==> src/rtl/regwb_pkg.sv <==
// regwb_pkg: shared types and constants for the register-file writeback
// controller.
//   AW / DW     : register address / data widths
//   reg_addr_t  : register index
//   reg_data_t  : register value
//   wb_entry_t  : one pending writeback {addr, data}
//   REG_ZERO    : the hard-wired zero register, never written
//   grant_t     : which source won the last arbitration
package regwb_pkg;

  localparam int AW = 5;
  localparam int DW = 32;

  typedef logic [AW-1:0] reg_addr_t;
  typedef logic [DW-1:0] reg_data_t;

  typedef struct packed {
    reg_addr_t addr;
    reg_data_t data;
  } wb_entry_t;

  localparam reg_addr_t REG_ZERO = '0;

  typedef enum logic {
    GRANT_ALU = 1'b0,
    GRANT_LD  = 1'b1
  } grant_t;

endpackage

==> src/rtl/regwb_fifo.sv <==
// regwb_fifo: synchronous FIFO of wb_entry_t holding buffered load results.
// Ports:
//   clk, reset    : rising-edge clock, asynchronous active-low reset
//   push, din     : enqueue din (ignored when full)
//   pop, dout     : dequeue; dout is the current head (valid when !empty)
//   count         : registered occupancy, 0..DEPTH
//   full, empty   : decoded from count only
// DEPTH must be a power of two (>= 2) so the pointers wrap naturally.
module regwb_fifo
  import regwb_pkg::*;
#(
  parameter int DEPTH = 4,
  localparam int PW = $clog2(DEPTH),
  localparam int CW = $clog2(DEPTH + 1)
) (
  input  logic          clk,
  input  logic          reset,
  input  logic          push,
  input  wb_entry_t     din,
  input  logic          pop,
  output wb_entry_t     dout,
  output logic [CW-1:0] count,
  output logic          full,
  output logic          empty
);

  wb_entry_t     mem [DEPTH];
  logic [PW-1:0] wr_ptr;
  logic [PW-1:0] rd_ptr;
  logic          push_ok;
  logic          pop_ok;

  assign full    = (count == CW'(DEPTH));
  assign empty   = (count == '0);
  assign push_ok = push && !full;
  assign pop_ok  = pop && !empty;
  assign dout    = mem[rd_ptr];

  // Storage needs no reset: entries are only visible through count.
  always_ff @(posedge clk) begin
    if (push_ok) mem[wr_ptr] <= din;
  end

  always_ff @(posedge clk or negedge reset) begin
    if (!reset) begin
      wr_ptr <= '0;
      rd_ptr <= '0;
      count  <= '0;
    end else begin
      if (push_ok) wr_ptr <= wr_ptr + PW'(1);
      if (pop_ok)  rd_ptr <= rd_ptr + PW'(1);
      case ({push_ok, pop_ok})
        2'b10:   count <= count + CW'(1);
        2'b01:   count <= count - CW'(1);
        default: count <= count;
      endcase
    end
  end

endmodule

==> src/rtl/regfile_wb_ctrl.sv <==
// regfile_wb_ctrl: writeback controller for the 32x32 register file write
// port. ALU results arrive unbuffered, load results are buffered in a
// regwb_fifo; one source is granted per cycle and its entry is written one
// cycle later through registered wr_en / wr_addr / wr_data. Register 0 is
// never written.
// Ports:
//   clk, reset                  : rising-edge clock, async active-low reset
//   alu_valid/ready/addr/data   : ALU result handshake
//   mem_valid/ready/addr/data   : load result handshake into the FIFO
//   wr_en, wr_addr, wr_data     : register file write port (written/AD/DI)
//   fifo_count                  : load FIFO occupancy
// Optional macro REGWB_BYPASS_EN adds ra1/ra2, rf_q1/rf_q2 inputs and
// fwd_q1/fwd_q2 outputs forwarding the in-flight write to readers.
//
// Handshake: a transfer happens on a rising edge where valid && ready. The
// ALU's ready is combinational (high only in the cycle it wins arbitration);
// mem_ready depends only on the registered FIFO count, so a pop in the same
// cycle never opens room for a push.
module regfile_wb_ctrl
  import regwb_pkg::*;
#(
  parameter int DEPTH = 4,
  parameter int AW    = regwb_pkg::AW,
  parameter int DW    = regwb_pkg::DW
) (
  input  logic                         clk,
  input  logic                         reset,
  input  logic                         alu_valid,
  output logic                         alu_ready,
  input  logic [AW-1:0]                alu_addr,
  input  logic [DW-1:0]                alu_data,
  input  logic                         mem_valid,
  output logic                         mem_ready,
  input  logic [AW-1:0]                mem_addr,
  input  logic [DW-1:0]                mem_data,
  output logic                         wr_en,
  output logic [AW-1:0]                wr_addr,
  output logic [DW-1:0]                wr_data,
  output logic [$clog2(DEPTH+1)-1:0]   fifo_count
`ifdef REGWB_BYPASS_EN
  ,
  input  logic [AW-1:0]                ra1,
  input  logic [AW-1:0]                ra2,
  input  logic [DW-1:0]                rf_q1,
  input  logic [DW-1:0]                rf_q2,
  output logic [DW-1:0]                fwd_q1,
  output logic [DW-1:0]                fwd_q2
`endif
);

  wb_entry_t alu_entry;
  wb_entry_t push_entry;
  wb_entry_t head;
  wb_entry_t grant_entry;
  logic      full;
  logic      empty;
  logic      grant_alu;
  logic      grant_ld;
  grant_t    last_grant;

  assign alu_entry  = '{addr: alu_addr, data: alu_data};
  assign push_entry = '{addr: mem_addr, data: mem_data};
  assign mem_ready  = !full;
  assign alu_ready  = grant_alu;

  regwb_fifo #(.DEPTH(DEPTH)) u_fifo (
    .clk   (clk),
    .reset (reset),
    .push  (mem_valid && mem_ready),
    .din   (push_entry),
    .pop   (grant_ld),
    .dout  (head),
    .count (fifo_count),
    .full  (full),
    .empty (empty)
  );

  // A full FIFO always takes priority so loads cannot back up behind a
  // continuous ALU stream; otherwise the two sources alternate.
  always_comb begin
    grant_ld    = !empty && (!alu_valid || full || (last_grant == GRANT_ALU));
    grant_alu   = alu_valid && !grant_ld;
    grant_entry = grant_ld ? head : alu_entry;
  end

  always_ff @(posedge clk or negedge reset) begin
    if (!reset) begin
      last_grant <= GRANT_ALU;
      wr_en      <= 1'b0;
      wr_addr    <= '0;
      wr_data    <= '0;
    end else if (grant_alu || grant_ld) begin
      last_grant <= grant_ld ? GRANT_LD : GRANT_ALU;
      // A grant to register 0 is consumed but never reaches the file.
      wr_en      <= (grant_entry.addr != REG_ZERO);
      wr_addr    <= grant_entry.addr;
      wr_data    <= grant_entry.data;
    end else begin
      wr_en      <= 1'b0;
    end
  end

`ifdef REGWB_BYPASS_EN
  // Readers in the write cycle see the value being written this edge.
  assign fwd_q1 = (wr_en && (wr_addr == ra1) && (ra1 != REG_ZERO)) ? wr_data : rf_q1;
  assign fwd_q2 = (wr_en && (wr_addr == ra2) && (ra2 != REG_ZERO)) ? wr_data : rf_q2;
`endif

endmodule

==> config.mk <==
export PLATFORM = sky130hd
export DESIGN_NAME = regfile_wb_ctrl
export DESIGN_NICKNAME = d
export VERILOG_FILES = /design/src/rtl/regwb_pkg.sv /design/src/rtl/regwb_fifo.sv /design/src/rtl/regfile_wb_ctrl.sv
export SDC_FILE = /design/constraint.sdc
export NUM_CORES = 1
export LEC_CHECK = 0
export CORE_MARGIN = 2
export CORE_UTILIZATION = 48
export DETAILED_ROUTE_END_ITERATION = 12
export PLACE_DENSITY_LB_ADDON = 0.15
export SETUP_SLACK_MARGIN = 0.2
export SLEW_MARGIN = 20
export SYNTH_ARGS = -nofsm -noshare
export SYNTH_HDL_FRONTEND = slang
export SYNTH_HIERARCHICAL = 1
export SYNTH_SLANG_ARGS = --single-unit
==> constraint.sdc <==
create_clock -name clk -period 2.9 [get_ports clk]
set_input_delay 0.29 -clock clk [delete_from_list [all_inputs] [get_ports clk]]
set_output_delay 0.29 -clock clk [all_outputs]
set_load 0.005 [all_outputs]
Word-level counts from Yosys, hierarchy flattened

Memories as Yosys holds them, arrays and structs flattened.
Index checks and enable logic that the tools add are counted.

Input port bits: 78
Memory bits (writable): 148
Bits in registers: 46
Memories kept: 1
Word-level logic and storage cells: 37

Mux-type cells: 6
Add/sub/neg operators: 4
Reduce and logical (&&, ||, !) cells: 15
Equal/unequal tests: 3
Bitwise gates (word level): 1

Memories:

| name       | depth | width | rd ports | clocked after memory_dff | wr ports | RTL line         | RTL |
|---|---|---|---|---|---|---|---|
| u_fifo.mem | 4     | 37    | 1        | 0                        | 1        | regwb_fifo.sv:27 | `wb_entry_t mem [DEPTH];` |

Operators with widths:

| operator            | number |
|---|---|
| $mux 37             | 1 |
| $pmux 3 s2          | 1 |
| $logic_and 1x1->1   | 5 |
| $reduce_bool 5->1   | 1 |
| $add 2x1->2 const B | 2 |
| $logic_not 1->1     | 4 |
| $mux 1              | 4 |
| $add 3x1->3 const B | 1 |
| $eq 3x3->1 const B  | 1 |
| $logic_not 3->1     | 1 |
| $logic_or 1x1->1    | 3 |
| $sub 3x1->3 const B | 1 |
| $eq 2x1->1 const B  | 1 |
| $eq 2x2->1 const B  | 1 |
| $reduce_bool 2->1   | 1 |
| $not 1->1           | 1 |

Depth between registers and ports, before layout

Word-level depth: 8
Gate-level depth with buffers: 13
Depth with buffers taken out: 11

Cells and area by module

Netlist, hierarchy kept.

Modules (own cells, without submodules):

| module          | times used | area an instance (µm²) | cells each |
|---|---|---|---|
| regwb_fifo      | 1          | 5755.5                 | 230 |
| regfile_wb_ctrl | 1          | 2065.7                 | 182 |

Worst setup path before layout

No wires, ideal clock.

Kind: flip-flop to flip-flop
Start: register u_fifo.count[0]
End: register u_fifo.count[2]
Buffers on the path: 2
Cell stages (with the launch flop): 14
Arrival time: 2.611 ns
Setup slack: 0.210 ns
Period minus slack after synthesis: 2.690 ns
Setup time: 0.079 ns
Cells stage by stage: dfrtp_1 -> nor3b_2 -> and3b_1 -> or2_1 -> buf_4 -> buf_6 -> inv_2 -> o31a_1 -> ha_1 -> inv_1 -> fa_1 -> xor2_1 -> nor2_1 -> xor2_1

Word-level cells in the longest chain between the ends: 7
Elaborated cells between the ends (all ways): 16
Those cells by class: 2 x add/sub; 3 x eq/ne; 1 x mux; 10 x reduce/logical

Ends and longest elaborated chain:

| item                                            | RTL line              | RTL |
|---|---|---|
| start: declaration                              | regwb_fifo.sv:22      | `output logic [CW-1:0] count,` |
| start signal: assignment                        | regwb_fifo.sv:53      | `2'b10: count <= count + CW'(1);` |
| start signal: assignment                        | regwb_fifo.sv:54      | `2'b01: count <= count - CW'(1);` |
| start signal: assignment                        | regwb_fifo.sv:55      | `default: count <= count;` |
| $eq 3x3->1 *                                    | regwb_fifo.sv:33      | `assign full = (count == CW'(DEPTH));` |
| named net full                                  | regfile_wb_ctrl.sv:55 | `logic full;` |
| $logic_or 1x1->1 * (2 in a row)                 | regfile_wb_ctrl.sv:81 | `grant_ld = !empty && (!alu_valid \|\| full \|\| (last_grant == GRANT_ALU));` |
| $logic_and 1x1->1 *                             | regfile_wb_ctrl.sv:81 |  |
| named net grant_ld                              | regfile_wb_ctrl.sv:58 | `logic grant_ld;` |
| $logic_and 1x1->1 *                             | regwb_fifo.sv:36      | `assign pop_ok = pop && !empty;` |
| named net u_fifo.pop_ok                         | regwb_fifo.sv:31      | `logic pop_ok;` |
| $eq 2x1->1 or $eq 2x2->1 (tied branches)        | regwb_fifo.sv:52      | `case ({push_ok, pop_ok})` |
| $pmux 3 s2 or $reduce_bool 2->1 (tied branches) | -                     |  |

Mark *: on every way through the listed nets, which the timed path passes. The rest lies on a longest branch.
A chain may end at the register's enable or synchronous reset.

Final worst setup path

Start: register u_fifo.count[1]
End: output alu_ready

Word-level cells in the longest chain between the ends: 6
Elaborated cells between the ends (all ways): 8
Those cells by class: 1 x eq/ne; 7 x reduce/logical

Ends and longest elaborated chain:

| item                          | RTL line              | RTL |
|---|---|---|
| $eq 3x3->1                    | regwb_fifo.sv:33      |  |
| named net full                | regfile_wb_ctrl.sv:55 |  |
| $logic_or 1x1->1 (2 in a row) | regfile_wb_ctrl.sv:81 |  |
| $logic_and 1x1->1             | regfile_wb_ctrl.sv:81 |  |
| $logic_not 1->1               | regfile_wb_ctrl.sv:82 | `grant_alu = alu_valid && !grant_ld;` |
| $logic_and 1x1->1             | regfile_wb_ctrl.sv:82 |  |
| end: declaration              | regfile_wb_ctrl.sv:29 | `output logic alu_ready,` |

The timed path passes the listed nets, and every way through them passes these cells.

==> flow_summary.ini <==
[status]
status = finished, final reports clean

[worst_setup_path]
cp_data_required_time_ns = 2.61
path_delay_family = simple AND/OR/NAND/NOR gates
critPathMaxStageDelay_ns = 0.44
arrival_ns = 2.28
crit_chain = nor3b_4, and3b_2, or2_4, buf_12, and2_1, clkdlybuf4s50_1
worstPathMaxFanout = 3
path_class = reg2out
endpoint_kind = output port
critical-path-slowest-cell = clkdlybuf4s50_1
path_buf_inv = 2
crit_path_start_kind = flop

[floorplan]
die_area_um2 = 17300
rows = 46
dieHeight_um = 132
io_pins = 121
initial_core_util_pct = 49.2
core_um2 = 15900
die_width_um = 132

[timing]
holdWs_ns = 0.487
relSlewSlack_pct = 47.7
hold_viol = 0
fin_crit_sh_pct = 88.7
skew_ns = 0.00714
tightest_slew_ns = 0.785
max_freq_mhz = 389
tns_ns = 0
setup_viol = 0
min_period_ns = 2.57
rsz0062_at_grt = false
drv_slew = 0

[power_and_ir_drop]
switching_share_pct = 29.9
p_seq_share_pct = 40.8
power_density_nw_per_um2 = 1020
p_comb_share_pct = 35.9
p_switching_w = 0.00306
pwr-share-clk_pct = 23.3
peakVddDrop_mv = 0.501
p_leak_nw = 3.53
power.internal_w = 0.00716

[synthesis]
ys.flop_type = edfxtp_1
synth_edf_count = 148
yosys-top-cells-area = edfxtp_1 (57%), dfrtp_1 (15%), mux4_2 (11%)
netlist_instances = 412
seq_area_frac_synth_pct = 71.5
ys_ff_latch = 194
synth_top_area_share_pct = 56.8
syn_area_um2 = 7820
ys_async_sr_fraction_pct = 23.7
syn_nets = 496
ys_types = 30
yosysWarnings = 6
synth.avg_cell_area_um2 = 19.0
synth_area_leader_cell = edfxtp_1

[placement]
dp.cells = 739
place.port_buffers = 120
routabilityCongestion = 0.716
post-dp-hpwl_um = 9670

[finish]
seq_area_um2 = 5600
final_cell_mix = edfxtp_1 (148), clkdlybuf4s50_1 (118), mux2i_1 (48)
final_cells = 779
layout_commonest_cell = edfxtp_1
layout-drive-gt1-share_pct = 24.2
areaGrowthSynthToFinish_pct = 27.8
fin_util_pct = 62.9
multi_input_area_um2 = 2050
nFillCells = 1179
antenna_cells = 0
final_nets = 634

[clock_tree]
clkTransAtPathRegs_ns = 0.06
cts_max_path_buffers = 2
cts_root_buffer = clkbuf_16
tritoncts = yes
insertion_delay_ns = 0.43
h-tree-depth = 4
cts_buffers = 17
clkSinkCount = 194

[grt]
track_usage_pct = 19.6
overflow = 0
grt_first_pass_wirelength_um = 25600
grt_max_degree = 41
antenna_found_initial = 0
grt_pass1_vias = 4621

[route]
drc_errors = 0
drt-initial-drc-count = 272
ant_nets = 0
via_per_inst = 5.32
wl_per_cell_um = 20.3
num_vias = 4145
wl_um = 15800
drtPass1Iterations = 4

[job]
maxCapViolCount = 0

[worst_hold_path]
min_path_type = in2async
flip-flops by register name, indices dropped and copies added (netlist names):
name           flops
u_fifo/mem       148
last_grant         1
u_fifo/rd_ptr      2
wr_data           32
u_fifo/wr_ptr      2
wr_en              1
u_fifo/count       3
wr_addr            5
logic make-up after synthesis:
logic type / synth area share [%]
flip-flops: 71.5
multiplexers: 16.9
AND/OR/NAND/NOR: 3.39
AO/OA/AOI/OAI: 3.86
buffers and inverters: 2.54
XOR/XNOR: 0.672
adder cells (fa/ha/maj): 1.06
area by class of cell:
cell class                      count  share of cell area [%]
Sequential cell                   194                    56.0
Clock inverter                     11                    1.25
Tap cell                          216                    2.70
Multi-Input combinational cell    183                    20.5
Timing Repair Buffer              144                    14.2
Clock buffer                       21                    4.93
Inverter                           10                   0.375
cell usage after synthesis (2+ instances only):
cell,count
buf_4,4
mux4_2,37
buf_2,12
edfxtp_1,148
a21oi_1,4
inv_1,9
clkbuf_1,4
and2_1,5
o211ai_1,3
ha_1,5
dfrtp_1,46
mux2i_1,48
xor2_1,3
a21oi_2,28
xnor2_1,3
or4_1,2
nor2_1,2
nor3_1,33
buf_6,5
power by group through the flow:
stage,clock network [W],logic [W],registers (W)
5_1_grt,0.00255,0.00401,0.00426
3_5_place_dp,0,0.00350,0.00425
6_report,0.00238,0.00367,0.00417
3_3_place_gp,0,0.00344,0.00421
2_1_floorplan,0,0.00225,0.00414
4_1_cts,0.00243,0.00372,0.00417
metrics by stage:
step           setup slack [ns]  area (um^2)  power (W)
2_1_floorplan             0.210         7820    0.00639
3_3_place_gp              0.418         9270    0.00765
3_5_place_dp              0.292         9270    0.00775
4_1_cts                   0.229         9980     0.0103
5_1_grt                   0.256        10000     0.0108
6_report                  0.329        10000     0.0102
metal layers:
layer | vias up | routed length, um | GRT usage (%)
met3 | 12 | 662 | 4.13
li1 | 1895 | - | -
met5 | - | 0 | 0
met4 | 0 | 173 | 5.74
met2 | 99 | 8020 | 32.8
met1 | 2139 | 6990 | 26.1
worst reg2reg max path: stages, from the launching register on:
cell and delay, ns:
dfrtp_2 0.42, nor3b_4 0.22, and3b_2 0.23, or2_4 0.27, inv_2 0.05, o31a_1 0.18, ha_1 0.20, inv_1 0.06
fa_1 0.37, xor2_1 0.15, nor2_1 0.12, xor2_1 0.15
repair_timing:
action                                  in CTS  in global routing
hold endpoints to repair                    29                  0
resized for setup                            6                  1
gates cloned                                 1                  0
buffers inserted                             4                  2
hold buffers                                 1                  0
pin swaps                                    1                  0
endpoints found under the setup margin       1                  1
worst paths after layout:
check                           startpoint                end  slack, ns  cells past startpoint
hold / removal                       reset    u_fifo/count[2]       0.49                      2
hold reg to reg                 last_grant         last_grant       0.51                      2
max in group asynchronous            reset        wr_data[25]       1.66                      3
setup reg to reg           u_fifo/count[1]    u_fifo/count[2]       0.40                     11
min in group clk              mem_data[24]  u_fifo/mem[1][24]       0.50                      1
setup / recovery           u_fifo/count[1]          alu_ready       0.33                      6
Note: power is estimated with default switching activity, not from simulation.
